$ cat src/rtl/riscv_pkg.sv
// Shared fetch-stage types and defaults.
// Latency: n/a (declarations only).
// Backpressure: n/a.
package riscv_pkg;

   localparam int          XLEN_DEFAULT     = 32;
   localparam logic [31:0] RESET_PC_DEFAULT = 32'h0000_0000;
   localparam int          INSTR_BYTES      = 4;

   // IDLE: nothing outstanding; WAIT: one request outstanding whose data is wanted;
   // DISCARD: one request outstanding whose data must be thrown away.
   typedef enum logic [1:0] {
      IDLE    = 2'd0,
      WAIT    = 2'd1,
      DISCARD = 2'd2
   } fetch_state_e;

endpackage

$ cat src/rtl/fetch_fifo.sv
// Synchronous FIFO holding {instr, pc} prefetch entries.
// Latency: a push is visible on rdata_o/count_o the cycle after it is written.
// Backpressure: none internally; the owner guarantees a push never meets a full FIFO
//   unless a pop happens in the same cycle. flush_i overrides push_i and pop_i.
// Ports: clk_i/rst_ni clock and async active-low reset; push_i/wdata_i write side;
//   pop_i read side; flush_i empties the FIFO; rdata_o head entry; count_o occupancy.
module fetch_fifo #(
   parameter int WIDTH = 64,
   parameter int DEPTH = 2,
   localparam int AW   = (DEPTH > 1) ? $clog2(DEPTH) : 1,
   localparam int CW   = $clog2(DEPTH + 1)
) (
   input  logic             clk_i,
   input  logic             rst_ni,
   input  logic             push_i,
   input  logic [WIDTH-1:0] wdata_i,
   input  logic             pop_i,
   input  logic             flush_i,
   output logic [WIDTH-1:0] rdata_o,
   output logic [CW-1:0]    count_o
);

   logic [WIDTH-1:0] mem_q [DEPTH];
   logic [AW-1:0]    wr_ptr_q, rd_ptr_q;
   logic [CW-1:0]    count_q;
   logic             do_push, do_pop;

   assign do_pop  = pop_i && (count_q != '0);
   // A full FIFO still accepts a push when the head leaves in the same cycle.
   assign do_push = push_i && ((count_q != CW'(DEPTH)) || do_pop);

   always_ff @(posedge clk_i or negedge rst_ni) begin
      if (!rst_ni) begin
         wr_ptr_q <= '0;
         rd_ptr_q <= '0;
         count_q  <= '0;
      end else if (flush_i) begin
         wr_ptr_q <= '0;
         rd_ptr_q <= '0;
         count_q  <= '0;
      end else begin
         if (do_push) wr_ptr_q <= wr_ptr_q + AW'(1);
         if (do_pop)  rd_ptr_q <= rd_ptr_q + AW'(1);
         count_q <= count_q + CW'(do_push) - CW'(do_pop);
      end
   end

   // Storage needs no reset: count_q gates every use of the contents.
   always_ff @(posedge clk_i) begin
      if (do_push && !flush_i) mem_q[wr_ptr_q] <= wdata_i;
   end

   assign rdata_o = mem_q[rd_ptr_q];
   assign count_o = count_q;

endmodule

$ cat src/rtl/if_fetch_unit.sv
// Instruction fetch: generates PC, issues single-outstanding imem reads, buffers words for IF/ID.
// Latency: request accepted in cycle T, response in T+1, instr_valid in T+2 (no bypass).
// Backpressure: stall holds the FIFO head; requests only issue while the FIFO has a free credit.
// Ports: clock/reset (async active-low); imem_req_* request channel (valid/ready, addr);
//   imem_rsp_* in-order responses; redirect_* flush and restart from a new pc;
//   stall from hazard unit; instr/npc/instr_valid towards IF/ID.
module if_fetch_unit
   import riscv_pkg::*;
#(
   parameter int              XLEN       = XLEN_DEFAULT,
   parameter logic [XLEN-1:0] RESET_PC   = XLEN'(RESET_PC_DEFAULT),
   parameter int              FIFO_DEPTH = 2
) (
   input  logic            clock,
   input  logic            reset,
   output logic            imem_req_valid,
   input  logic            imem_req_ready,
   output logic [XLEN-1:0] imem_req_addr,
   input  logic            imem_rsp_valid,
   input  logic [XLEN-1:0] imem_rsp_data,
   input  logic            redirect_valid,
   input  logic [XLEN-1:0] redirect_pc,
   input  logic            stall,
   output logic [XLEN-1:0] instr,
   output logic [XLEN-1:0] npc,
   output logic            instr_valid
);

   localparam int              CW      = $clog2(FIFO_DEPTH + 1);
   localparam logic [CW-1:0]   DEPTH_C = CW'(FIFO_DEPTH);
   localparam logic [XLEN-1:0] STEP    = XLEN'(INSTR_BYTES);

   fetch_state_e    state_q, state_d;
   logic [XLEN-1:0] pc_q, pc_d;
   logic [XLEN-1:0] req_addr_q, req_addr_d;   // address of the outstanding request
   logic            run_q;                    // keeps the request channel quiet for one cycle after reset

   logic            req_vld;
   logic            fifo_push, fifo_pop, fifo_flush, fifo_nonempty;
   logic [2*XLEN-1:0] fifo_head;
   logic [CW-1:0]   fifo_count;
   logic [CW:0]     count_after;

   assign fifo_nonempty = (fifo_count != '0);
   assign fifo_pop      = fifo_nonempty && !stall;
   assign fifo_flush    = redirect_valid;
   // Occupancy after this cycle's response is written and the head (maybe) leaves.
   assign count_after   = {1'b0, fifo_count} + (CW+1)'(1) - (CW+1)'(fifo_pop);

   always_comb begin
      state_d    = state_q;
      pc_d       = pc_q;
      req_addr_d = req_addr_q;
      req_vld    = 1'b0;
      fifo_push  = 1'b0;

      if (redirect_valid) begin
         // Low address bits are forced to zero by masking with ~(INSTR_BYTES-1).
         pc_d = redirect_pc & ~(STEP - XLEN'(1));
         // A request still in flight must have its data dropped when it finally returns.
         if ((state_q != IDLE) && !imem_rsp_valid) state_d = DISCARD;
         else                                      state_d = IDLE;
      end else begin
         case (state_q)
            IDLE: begin
               if (run_q && (fifo_count < DEPTH_C)) req_vld = 1'b1;
            end
            WAIT: begin
               if (imem_rsp_valid) begin
                  fifo_push = 1'b1;
                  state_d   = IDLE;
                  if (count_after < {1'b0, DEPTH_C}) req_vld = 1'b1;
               end
            end
            DISCARD: begin
               if (imem_rsp_valid) state_d = IDLE;
            end
            default: state_d = IDLE;
         endcase

         if (req_vld && imem_req_ready) begin
            state_d    = WAIT;
            req_addr_d = pc_q;
            pc_d       = pc_q + STEP;
         end
      end
   end

   always_ff @(posedge clock or negedge reset) begin
      if (!reset) begin
         state_q    <= IDLE;
         pc_q       <= RESET_PC;
         req_addr_q <= '0;
         run_q      <= 1'b0;
      end else begin
         state_q    <= state_d;
         pc_q       <= pc_d;
         req_addr_q <= req_addr_d;
         run_q      <= 1'b1;
      end
   end

   fetch_fifo #(
      .WIDTH (2*XLEN),
      .DEPTH (FIFO_DEPTH)
   ) u_fifo (
      .clk_i   (clock),
      .rst_ni  (reset),
      .push_i  (fifo_push),
      .wdata_i ({imem_rsp_data, req_addr_q}),
      .pop_i   (fifo_pop),
      .flush_i (fifo_flush),
      .rdata_o (fifo_head),
      .count_o (fifo_count)
   );

   assign imem_req_valid = req_vld;
   assign imem_req_addr  = pc_q;
   assign instr_valid    = fifo_nonempty;
   assign instr          = fifo_nonempty ? fifo_head[2*XLEN-1:XLEN]      : '0;
   assign npc            = fifo_nonempty ? (fifo_head[XLEN-1:0] + STEP)  : '0;

endmodule

$ cat config.mk
export PLATFORM = sky130hd
export DESIGN_NAME = if_fetch_unit
export DESIGN_NICKNAME = d
export VERILOG_FILES = /design/src/rtl/riscv_pkg.sv /design/src/rtl/fetch_fifo.sv /design/src/rtl/if_fetch_unit.sv
export SDC_FILE = /design/constraint.sdc
export NUM_CORES = 1
export LEC_CHECK = 0
export ABC_AREA = 1
export ABC_CLOCK_PERIOD_IN_PS = 4700
export CAP_MARGIN = 25
export CORE_UTILIZATION = 53
export CTS_BUF_LIST = sky130_fd_sc_hd__clkbuf_16
export DETAILED_ROUTE_END_ITERATION = 16
export PLACE_DENSITY = 0.83
export REMOVE_ABC_BUFFERS = 1
export SETUP_SLACK_MARGIN = 0.02
export SLEW_MARGIN = 20
export SYNTH_ARGS = -nofsm -noshare
export SYNTH_HDL_FRONTEND = slang
export SYNTH_SLANG_ARGS = --single-unit
export TNS_END_PERCENT = 30
$ cat constraint.sdc
create_clock -name clock -period 4.7 [get_ports clock]
set_clock_uncertainty 0.05 [all_clocks]
set_input_delay 1.175 -clock clock [delete_from_list [all_inputs] [get_ports clock]]
set_output_delay 1.175 -clock clock [all_outputs]
set_load 0.02 [all_outputs]
==> results.md, run 1 <==
- Status: finished clean
- I/O pin count: 168
- Largest net degree at the start of global routing: 68
- Seq cells post-synth: 191
- Final WL: 23.1 mm
- Die area: 18600 um^2
- PwrDens: 542 nW/um^2
- Total grt overflow: 0
- H-tree levels: 4
- Worst-path fanout max: 33
- Starting Density: 0.547
- Hold crit path type: flop to flop
- Chip width: 136 um
- Post-synth top area share: 0.390
- Fill cell count: 1325
- Worst setup SP type: flop
- WP data arrival: 3180 ps
- Global-route wire length before repair: 37.1 mm
- VDD IR-drop max: 0.000447 V
- Core area: 17500 um^2
- Sink Count: 191
- CP endpoint kind: primary output
- Clock transition at the registers of the reported paths: 70 ps
- P&R area growth vs syn: 25.1%
- Antenna fix cells: 0
- Synth warnings: 0
- # DRC: 0
- Max-cap viol count: 0
- TritonCTS clock tree: yes
- CTS max path bufs: 2
- Final ANT Viol Nets: 0
- R2r startpoint: u_fifo.count_o[1]
- WP data required: 3470 ps
- Leak Pwr: 0.00498 uW
- WL/cell: 15.2 um
- Share of cells above drive strength 1: 0.0657
- Number of global-route vias before repair: 7521
- Synth area leader: edfxtp_1
- Nets@finish: 1358
- Post-layout util: 0.684
- Final min period: 4400 ps
- Setup tns final: 0 ps
- Slew headroom: 0.448
- Setup violators final: 0
- Final period util: 0.937
- Clk root buf: clkbuf_16
- Total Routing Usage GR: 0.262
- F_max: 227 MHz
- Distinct cells, synth: 39
- Critical path type: flop to primary output
- Mean Syn Cell Area: 8.47 um^2
- RSZ-0062 raised after global routing: false
- Post-synthesis instance area: 9560 um^2
- Crit path from: u_fifo.rd_ptr_q
- First-pass DRT Iterations: 5
- Initial antenna violation count: 0
- # rows: 48
- Vias after detailed routing: 7917
- Placer Congestion: 0.891
- Half-perimeter wire length after placement: 16.0 mm
- Number of vias per cell: 5.22
- Final Hold Vio Count: 0
- Fin. max-slew vios: 0
- Clk_lat worst skew: 420 ps
- Register area share after synthesis: 0.565
- PnR worst setup slack: 296 ps
- Power, Total: 6470 uW
- Syn Inst Count: 1128
- Chip height: 136 um
- Hold_sp: req_addr_q[24]
- DR iter-0 viols: 580
- Slew of the pin with the lowest slew margin: 828 ps
- Ranking of synthesized cells by area: edfxtp_1, dfrtp_1, nand2_1
- I/O Buffers: 161
- Num CTS Buffers: 17
- Setup WS pre-CTS: 437 ps
## kinds of logic after synthesis
| group | Yosys count | share of synthesized area |
|---|---|---|
| flip-flops | 191 | 0.565 |
| AO/OA/AOI/OAI | 108 | 0.0625 |
| XOR/XNOR | 18 | 0.0165 |
| adder cells (fa/ha/maj) | 7 | 0.00916 |
| other | 2 | 0.000786 |
| buffers and inverters | 144 | 0.0657 |
| AND/OR/NAND/NOR | 658 | 0.280 |
## path summary, 6_finish.rpt
path | to | slack, ps | depth (start not counted)
worst max-delay path | npc[20] | 300 | 10
worst min-delay path | u_fifo.mem_q[0][24] | 420 | 0
worst max register to register | imem_req_addr[24] | 1890 | 10
worst min register to register | u_fifo.mem_q[0][24] | 420 | 0
max in group asynchronous | u_fifo.rd_ptr_q | 3070 | 2
min in group asynchronous | req_addr_q[27] | 890 | 2
## routing by layer
layer | vias to the layer above | GRT usage | share of wire
met5 | - | 0 | 0
met4 | 0 | 0.0846 | 0.023
met3 | 38 | 0.0403 | 0.059
met2 | 270 | 0.450 | 0.50
met1 | 3682 | 0.338 | 0.42
li1 | 3927 | - | -
## cell usage after synthesis
master and n:
xor2_1 14, xnor2_1 4, nand3_1 52, o21ai_1 4, nand3b_1 1, and2_1 1
nand2_1 433, dfrtp_1 67, o21bai_1 1, buf_4 6, or2_2 2, clkbuf_1 14
nand2_2 16, a31oi_1 1, ha_1 7, buf_8 1, nor2_4 4, nand3_2 1
inv_1 100, nor3b_1 2, a211oi_1 2, o221ai_1 5, o21a_1 1, buf_1 6
o32ai_1 1, o211ai_1 6, buf_6 5, nor2_2 11, nand4_1 3, nor2_1 121
conb_1 2, nor3_1 11, inv_2 2, inv_6 1, o21ai_0 40, edfxtp_1 124
o21ai_2 2, buf_2 9, a21oi_1 45
## report_power, final
part / internal (uW) / leakage [uW] / switching, uW
Clock: 812 / 0.000281 / 607
Sequential: 2100 / 0.00196 / 249
Combinational: 1020 / 0.00275 / 1680
Total: 3940 / 0.00498 / 2530
## through the flow
stage	cells	instance area, um^2	hold slack [ps]
after floorplan	1090	9330	392
after global placement	1486	11300	400
after detailed placement	1486	11300	402
after CTS	1517	11900	421
after global routing	1518	12000	423
final	1518	12000	421
## worst max-delay path: stages, from the launching register on
cell and delay (ps):
dfrtp_4 540, clkinv_8 180, o21ai_2 230, ha_1 210, nand2_1 110, nor2_1 230, nand3_1 190, nor2_1 150
o21ai_0 90, nor2_1 190, clkdlybuf4s50_1 640
## sequential cells by signal, summed over array words and instances, names as in the netlist
signal,cells
req_addr_q,30
state_q,2
u_fifo.wr_ptr_q,1
u_fifo.mem_q,124
imem_req_addr,30
u_fifo.rd_ptr_q,1
u_fifo.count_o,2
run_q,1
## timing repair
action                                  4_1_cts  5_1_grt
hold buffers                                  0        0
buffers inserted                              0        1
endpoints found under the setup margin        0       22
gates resized for setup                       0        5
## area by class of cell
type	instances	area [um^2]	share of cell area
clock buffers	18	450	0.0377
clock inverters	13	136	0.0114
inverters	103	399	0.0334
multi-input cells	796	3560	0.298
flip-flops and latches	191	5400	0.452
well taps	225	282	0.0235
repair buffers	172	1720	0.144
## cells in the final DEF (no fill, tap or decap), types with 3 or more instances in the layout
master / count
clkinvlp_4: 3
ha_1: 7
nand2_2: 16
clkbuf_16: 18
o21ai_0: 40
xnor2_1: 4
nor2_4: 7
nand2_1: 433
xor2_1: 14
nand3_1: 52
buf_4: 7
dfrtp_1: 66
conb_1: 5
clkdlybuf4s50_1: 160
nor2_2: 11
nor3_1: 11
nor2_1: 118
o211ai_1: 6
a21oi_1: 45
inv_1: 100
clkinv_2: 3
edfxtp_1: 124
o21ai_1: 4
nand4_1: 3
o221ai_1: 5
Note: power is estimated with default switching activity, not from simulation.
==> inputs of run 2 (changes only) <==
- ABC_CLOCK_PERIOD_IN_PS: 4700 -> 4100
- SKIP_LAST_GASP: not set -> 1
- SLEW_MARGIN: 20 -> not set
- clock period: 4.7 -> 4.1 ns (I/O delays scaled with it)
==> run 2 against run 1 <==
Effect of this change:
- the run now ends with setup timing left
- largest power group unchanged
- worst hold slack about the same
- design area increased by 0.26%
- clock-buffer cell count unchanged
- setup slack got worse by 340 ps
- combinational power increased by 15%
- register-to-register slack got worse by 50 ps
- clock power increased by 15%
==> results.md, run 2 (synthesized netlist as in run 1, its figures left out) <==
- Number of global-route vias before repair: 7705 (+2.4%)
- CP endpoint kind: primary output
- Chip height: 136 um (unchanged)
- CTS max path bufs: 2 (unchanged)
- # hold bufs at CTS: 0 (unchanged)
- Power, Total: 7430 uW (+15%)
- I/O pin count: 168 (unchanged)
- Failing checks: setup timing
- Final Instance Area: 12000 um^2 (+0.26%)
- Final min period: 4150 ps
- Commonest non-fill, non-tap cell in the layout: nand2_1
- Vias after detailed routing: 7979 (+0.78%)
- Max FFs per register: 124 (unchanged)
- Placed Area: 11400 um^2 (+0.20%)
- Most flops, register: u_fifo.mem_q
- Final period util: 1.01
- WHS: 421 ps (+0.0690 ps)
- Global-route wire length before repair: 38.3 mm (+3.3%)
- Number of vias per cell: 5.25 (+0.58%)
- Antenna fix cells: 0 (unchanged)
- Final Hold Vio Count: 0 (unchanged)
- Num CTS Buffers: 17 (unchanged)
- Status: finished, violations left
- WP data required: 3020 ps (-450 ps)
- Die area: 18600 um^2 (unchanged)
- Slew headroom: 0.458 (+0.0107)
- Clk_lat worst skew: 430 ps (about the same)
- # rows: 48 (unchanged)
- Clk root buf: clkbuf_16
- Final WL: 23.5 mm (+1.8%)
- Final ANT Viol Nets: 0 (unchanged)
- Initial antenna violation count: 0 (unchanged)
- Total grt overflow: 0 (unchanged)
- Most frequent cells in the layout: nand2_1, clkdlybuf4s50_1, edfxtp_1
- Leak Pwr: 0.00511 uW (+2.5%)
- Setup violators final: 2 (+2)
- F_max: 241 MHz
- Sink Count: 191 (unchanged)
- Fin. max-slew vios: 0 (unchanged)
- Max-cap viol count: 0 (unchanged)
- Critical path type: flop to primary output
- Total Routing Usage GR: 0.270 (+0.00841)
- RSZ-0062 raised after global routing: true
- Clock transition at the registers of the reported paths: 70 ps (about the same)
- Chip width: 136 um (unchanged)
- Nets@finish: 1360 (+0.15%)
- DR iter-0 viols: 652 (+12%)
- Slew of the pin with the lowest slew margin: 811 ps (-17.2 ps)
- Starting Density: 0.547 (unchanged)
- Core area: 17500 um^2 (unchanged)
- VDD IR-drop max: 0.000373 V (-16%)
- PnR worst setup slack: -46.0 ps (-342 ps)
- Hold crit path type: flop to flop
- WL/cell: 15.5 um (+1.6%)
- # DRC: 0 (unchanged)
- Setup tns final: -52.2 ps (-52.2 ps)
- I/O Buffers: 161 (unchanged)
- Worst-path fanout max: 23 (-30%)
- H-tree levels: 4 (unchanged)
- First-pass DRT Iterations: 5 (unchanged)
- Share of cells above drive strength 1: 0.0694 (+0.00371)
- PwrDens: 620 nW/um^2 (+15%)
- WP data arrival: 3070 ps (-110 ps)
- Post-CTS Setup Bufs: 0 (unchanged)
- P&R area growth vs syn: 25.4%
- Largest net degree at the start of global routing: 63 (-7.4%)
- Half-perimeter wire length after placement: 16.6 mm (+3.8%)
- Worst setup SP type: flop
- Placer Congestion: 0.888 (-0.36%)
- TritonCTS clock tree: yes
run 2: cell count changes in the layout (fill, tap and decap cells not counted), sizes merged:
cell / change
clkinvlp: -2
dlygate4sd2: +3
inv: +9
dlymetal6s2s: +5
clkinv: -5
bufinv: -1
clkdlybuf4s50: -8
buf: +2
run 2: report_power, final:
part | leakage, uW | internal (uW) | switching (uW) | total, uW
clock network | 0.000297 | 896 | 748 | 1640
logic | 0.00286 | 1170 | 1940 | 3110
registers | 0.00196 | 2410 | 274 | 2680
run 2: area by class of cell:
cell class / count / area, um^2
fillers: 1305 / 5490
repair buffers: 174 / 1750
well taps: 225 / 282
multi-input cells: 796 / 3570
clock inverters: 14 / 143
clock buffers: 18 / 450
inverters: 103 / 392
flip-flops and latches: 191 / 5400
run 2: per-layer routing:
| layer | track usage | wire, um |
|---|---|---|
| met3 | 0.0358 | 1300 |
| met4 | 0.102 | 576 |
| met1 | 0.353 | 9930 |
| met5 | 0 | 0 |
| met2 | 0.457 | 11700 |
run 2: critical path, cell delays in order, from the launching register on:
cell             delay (ps)
dfrtp_2                 470
inv_6                   180
nand2_1                 110
o21ai_2                 100
ha_1                    220
nand2_1                 120
inv_2                    80
nand2_1                 110
nor2_2                  210
nor2_1                   70
a211oi_1                290
clkdlybuf4s50_1         670
run 2: final timing paths:
check                                  start                   to  slack, ps  cells after the start
max                          u_fifo.rd_ptr_q               npc[8]        -50                     11
min                           req_addr_q[14]  u_fifo.mem_q[1][14]        420                      0
min in group asynchronous              reset       req_addr_q[26]        590                      1
min reg2reg                   req_addr_q[14]  u_fifo.mem_q[1][14]        420                      0
max in group asynchronous              reset      u_fifo.rd_ptr_q       2670                      2
max reg2reg                u_fifo.count_o[1]       req_addr_q[30]       1840                     10
run 2: timing repair:
item	4_1_cts	5_1_grt
setup endpoints to repair	16	22
resized for setup	7	7
gates cloned	0	0
run 2: metrics by stage:
step                 util  worst slack (ps)  std cells
global route        0.686              -234       1521
global placement    0.650               274       1489
floorplan               -              -463       1090
finish              0.686             -46.0       1521
detailed placement  0.650               239       1489
CTS                 0.685             -5.32       1521
==> inputs of run 3 (changes only) <==
- ABC_CLOCK_PERIOD_IN_PS: 4100 -> 4600
- HOLD_SLACK_MARGIN: not set -> 0.06
- TNS_END_PERCENT: 30 -> not set
- clock period: 4.1 -> 4.6 ns (I/O delays scaled with it)
==> run 3 against run 2 <==
Effect of this change:
- the run now ends clean
- sequential share of layout area increased by 0.32 points
- utilization decreased by 0.48 points
- combinational power decreased by 12%
- final cell count decreased by 0.20%
- critical endpoint is now npc[24]
- largest cell class unchanged
==> results.md, run 3 (synthesized netlist as in run 1, its figures left out) <==
- Clock transition at the registers of the reported paths: 70 ps (about the same)
- Final min period: 4330 ps
- Vias after detailed routing: 7828 (-1.9%)
- CTS max path bufs: 2 (unchanged)
- Post-layout util: 0.681 (-0.00480)
- Core area: 17500 um^2 (unchanged)
- Critical path, cell by cell: inv_8, nand2_1, o21ai_2, ha_1, nand2_1, inv_2, nand2_1, nor2_1, nand3_1, nand2_1, nand2_1, nor2_1, clkdlybuf4s50_1
- Final ANT Viol Nets: 0 (unchanged)
- # hold bufs at CTS: 0 (unchanged)
- Clk_lat worst skew: 430 ps (about the same)
- Register area: 5400 um^2 (unchanged)
- Placer Congestion: 0.907 (+2.2%)
- Hold crit path type: flop to flop
- Finished Layout Cells: 1518 (-0.20%)
- Status: finished clean
- Multi-input gate area: 3560 um^2 (-0.21%)
- # rows: 48 (unchanged)
- Fill cell count: 1348 (+3.3%)
- P&R area growth vs syn: 24.5%
- RSZ-0062 raised after global routing: false
- Sink Count: 191 (unchanged)
- CP endpoint kind: primary output
- PwrDens: 546 nW/um^2 (-12%)
- WL/cell: 14.9 um (-3.8%)
- Antenna fix cells: 0 (unchanged)
- Max-cap viol count: 0 (unchanged)
- Most common cell on crit path: nand2_1
- Worst setup SP type: flop
- Global-route wire length before repair: 36.5 mm (-4.8%)
- Post-CTS Setup Bufs: 0 (unchanged)
- Clk root buf: clkbuf_16
- Comb power frac: 0.424 (+0.006)
- Setup violators final: 0 (-2)
- TritonCTS clock tree: yes
- Clk pwr share: 0.209 (-0.012)
- H-tree levels: 4 (unchanged)
- Most flops, register: u_fifo.mem_q
- Leak Pwr: 0.00497 uW (-2.7%)
- Worst-path fanout max: 57 (+150%)
- Largest delay contributor family on the critical path: buffers and inverters
- Chip height: 136 um (unchanged)
- Total grt overflow: 0 (unchanged)
- Nets@finish: 1357 (-0.22%)
- Final period util: 0.941
- Critical path type: flop to primary output
- Fin. max-slew vios: 0 (unchanged)
- DR iter-0 viols: 577 (-12%)
- I/O Buffers: 161 (unchanged)
- First-pass DRT Iterations: 6 (+1)
- Setup WS pre-CTS: 340 ps (+101 ps)
- Half-perimeter wire length after placement: 16.1 mm (-3.1%)
- Switching Share: 0.400 (+0.00163)
- Final WL: 22.6 mm (-4.0%)
- Cells after DPL: 1486 (-0.20%)
- Chip width: 136 um (unchanged)
- I/O pin count: 168 (unchanged)
- Num CTS Buffers: 17 (unchanged)
- Most frequent cells in the layout: nand2_1, clkdlybuf4s50_1, edfxtp_1
- CP max stage cell: clkdlybuf4s50_1
- Share of cells above drive strength 1: 0.0657 (-0.00371)
- Starting Density: 0.547 (unchanged)
- CP Buf/Inv Count: 3 (unchanged)
- Number of vias per cell: 5.16 (-1.7%)
- Slew headroom: 0.476 (+0.0180)
- Power Internal: 3900 uW (-13%)
- VDD IR-drop max: 0.000386 V (+3.5%)
- Power, Total: 6500 uW (-13%)
- Critical Path Max Stage Delay: 630 ps (-40 ps)
- WP data required: 3400 ps (+380 ps)
- Total Routing Usage GR: 0.257 (-0.0127)
- PnR worst setup slack: 271 ps (+317 ps)
- Commonest non-fill, non-tap cell in the layout: nand2_1
- Die area: 18600 um^2 (unchanged)
- WP data arrival: 3130 ps (+60 ps)
- Max FFs per register: 124 (unchanged)
- P_sw: 2600 uW (-12%)
- Sequential group share of total power: 0.367 (+0.006)
- Final Hold Vio Count: 0 (unchanged)
- Largest net degree at the start of global routing: 63 (unchanged)
- Number of global-route vias before repair: 7503 (-2.6%)
- Initial antenna violation count: 0 (unchanged)
- Slew of the pin with the lowest slew margin: 784 ps (-27.0 ps)
- # DRC: 0 (unchanged)
- F_max: 231 MHz
run 3: cell count changes in the layout (fill, tap and decap cells not counted), sizes merged:
| cell | before | now |
|---|---|---|
| buf | 14 | 11 |
| bufinv | 1 | 0 |
| clkbuf | 18 | 17 |
| clkdlybuf4s50 | 152 | 160 |
| clkinv | 2 | 7 |
| clkinvlp | 1 | 0 |
| dlygate4sd2 | 3 | 0 |
| dlymetal6s2s | 5 | 0 |
| inv | 113 | 111 |
run 3: per-stage QoR:
| stage | TNS [ps] | cell area (um^2) | hold slack [ps] |
|---|---|---|---|
| CTS | 0 | 11900 | 425 |
| finish | 0 | 11900 | 427 |
| global route | 0 | 11900 | 439 |
| floorplan | -10970 | 9330 | 392 |
| detailed placement | 0 | 11300 | 406 |
| global placement | 0 | 11300 | 399 |
run 3: final timing paths:
check,start,to,cells past startpoint,slack [ps]
worst min register to register,req_addr_q[28],u_fifo.mem_q[0][28],0,430
min in group asynchronous,reset,imem_req_addr[25],1,620
max in group asynchronous,reset,u_fifo.rd_ptr_q,2,2890
worst max-delay path,u_fifo.rd_ptr_q,npc[24],13,270
worst max register to register,u_fifo.count_o[1],imem_req_addr[19],12,2170
worst min-delay path,req_addr_q[28],u_fifo.mem_q[0][28],0,430
run 3: timing repair:
| item | CTS | global route |
|---|---|---|
| endpoints found under the hold margin | 0 | 0 |
| endpoints found under the setup margin | 0 | 7 |
| resized for setup | 0 | 3 |
run 3: area by class of cell:
class                           count  area share
Timing Repair Buffer              171       0.144
Multi-Input combinational cell    796       0.299
Sequential cell                   191       0.454
Inverter                          103      0.0331
Clock inverter                     15      0.0104
Clock buffer                       17      0.0357
Tap cell                          225      0.0237
run 3: metal layers:
layer  share of wire  wire (um)  global-route usage
met1            0.43       9670               0.333
met5               0          0                   0
met3           0.057       1300              0.0440
met2            0.49      11100               0.431
met4           0.022        508              0.0975
run 3: power by group through the flow:
stage | Clock [uW] | Combinational (uW) | Sequential, uW
after floorplan | 0 | 1480 | 2440
after global placement | 0 | 2680 | 2390
after detailed placement | 0 | 2740 | 2410
after CTS | 1370 | 2760 | 2380
after global routing | 1440 | 3020 | 2420
final | 1360 | 2750 | 2390
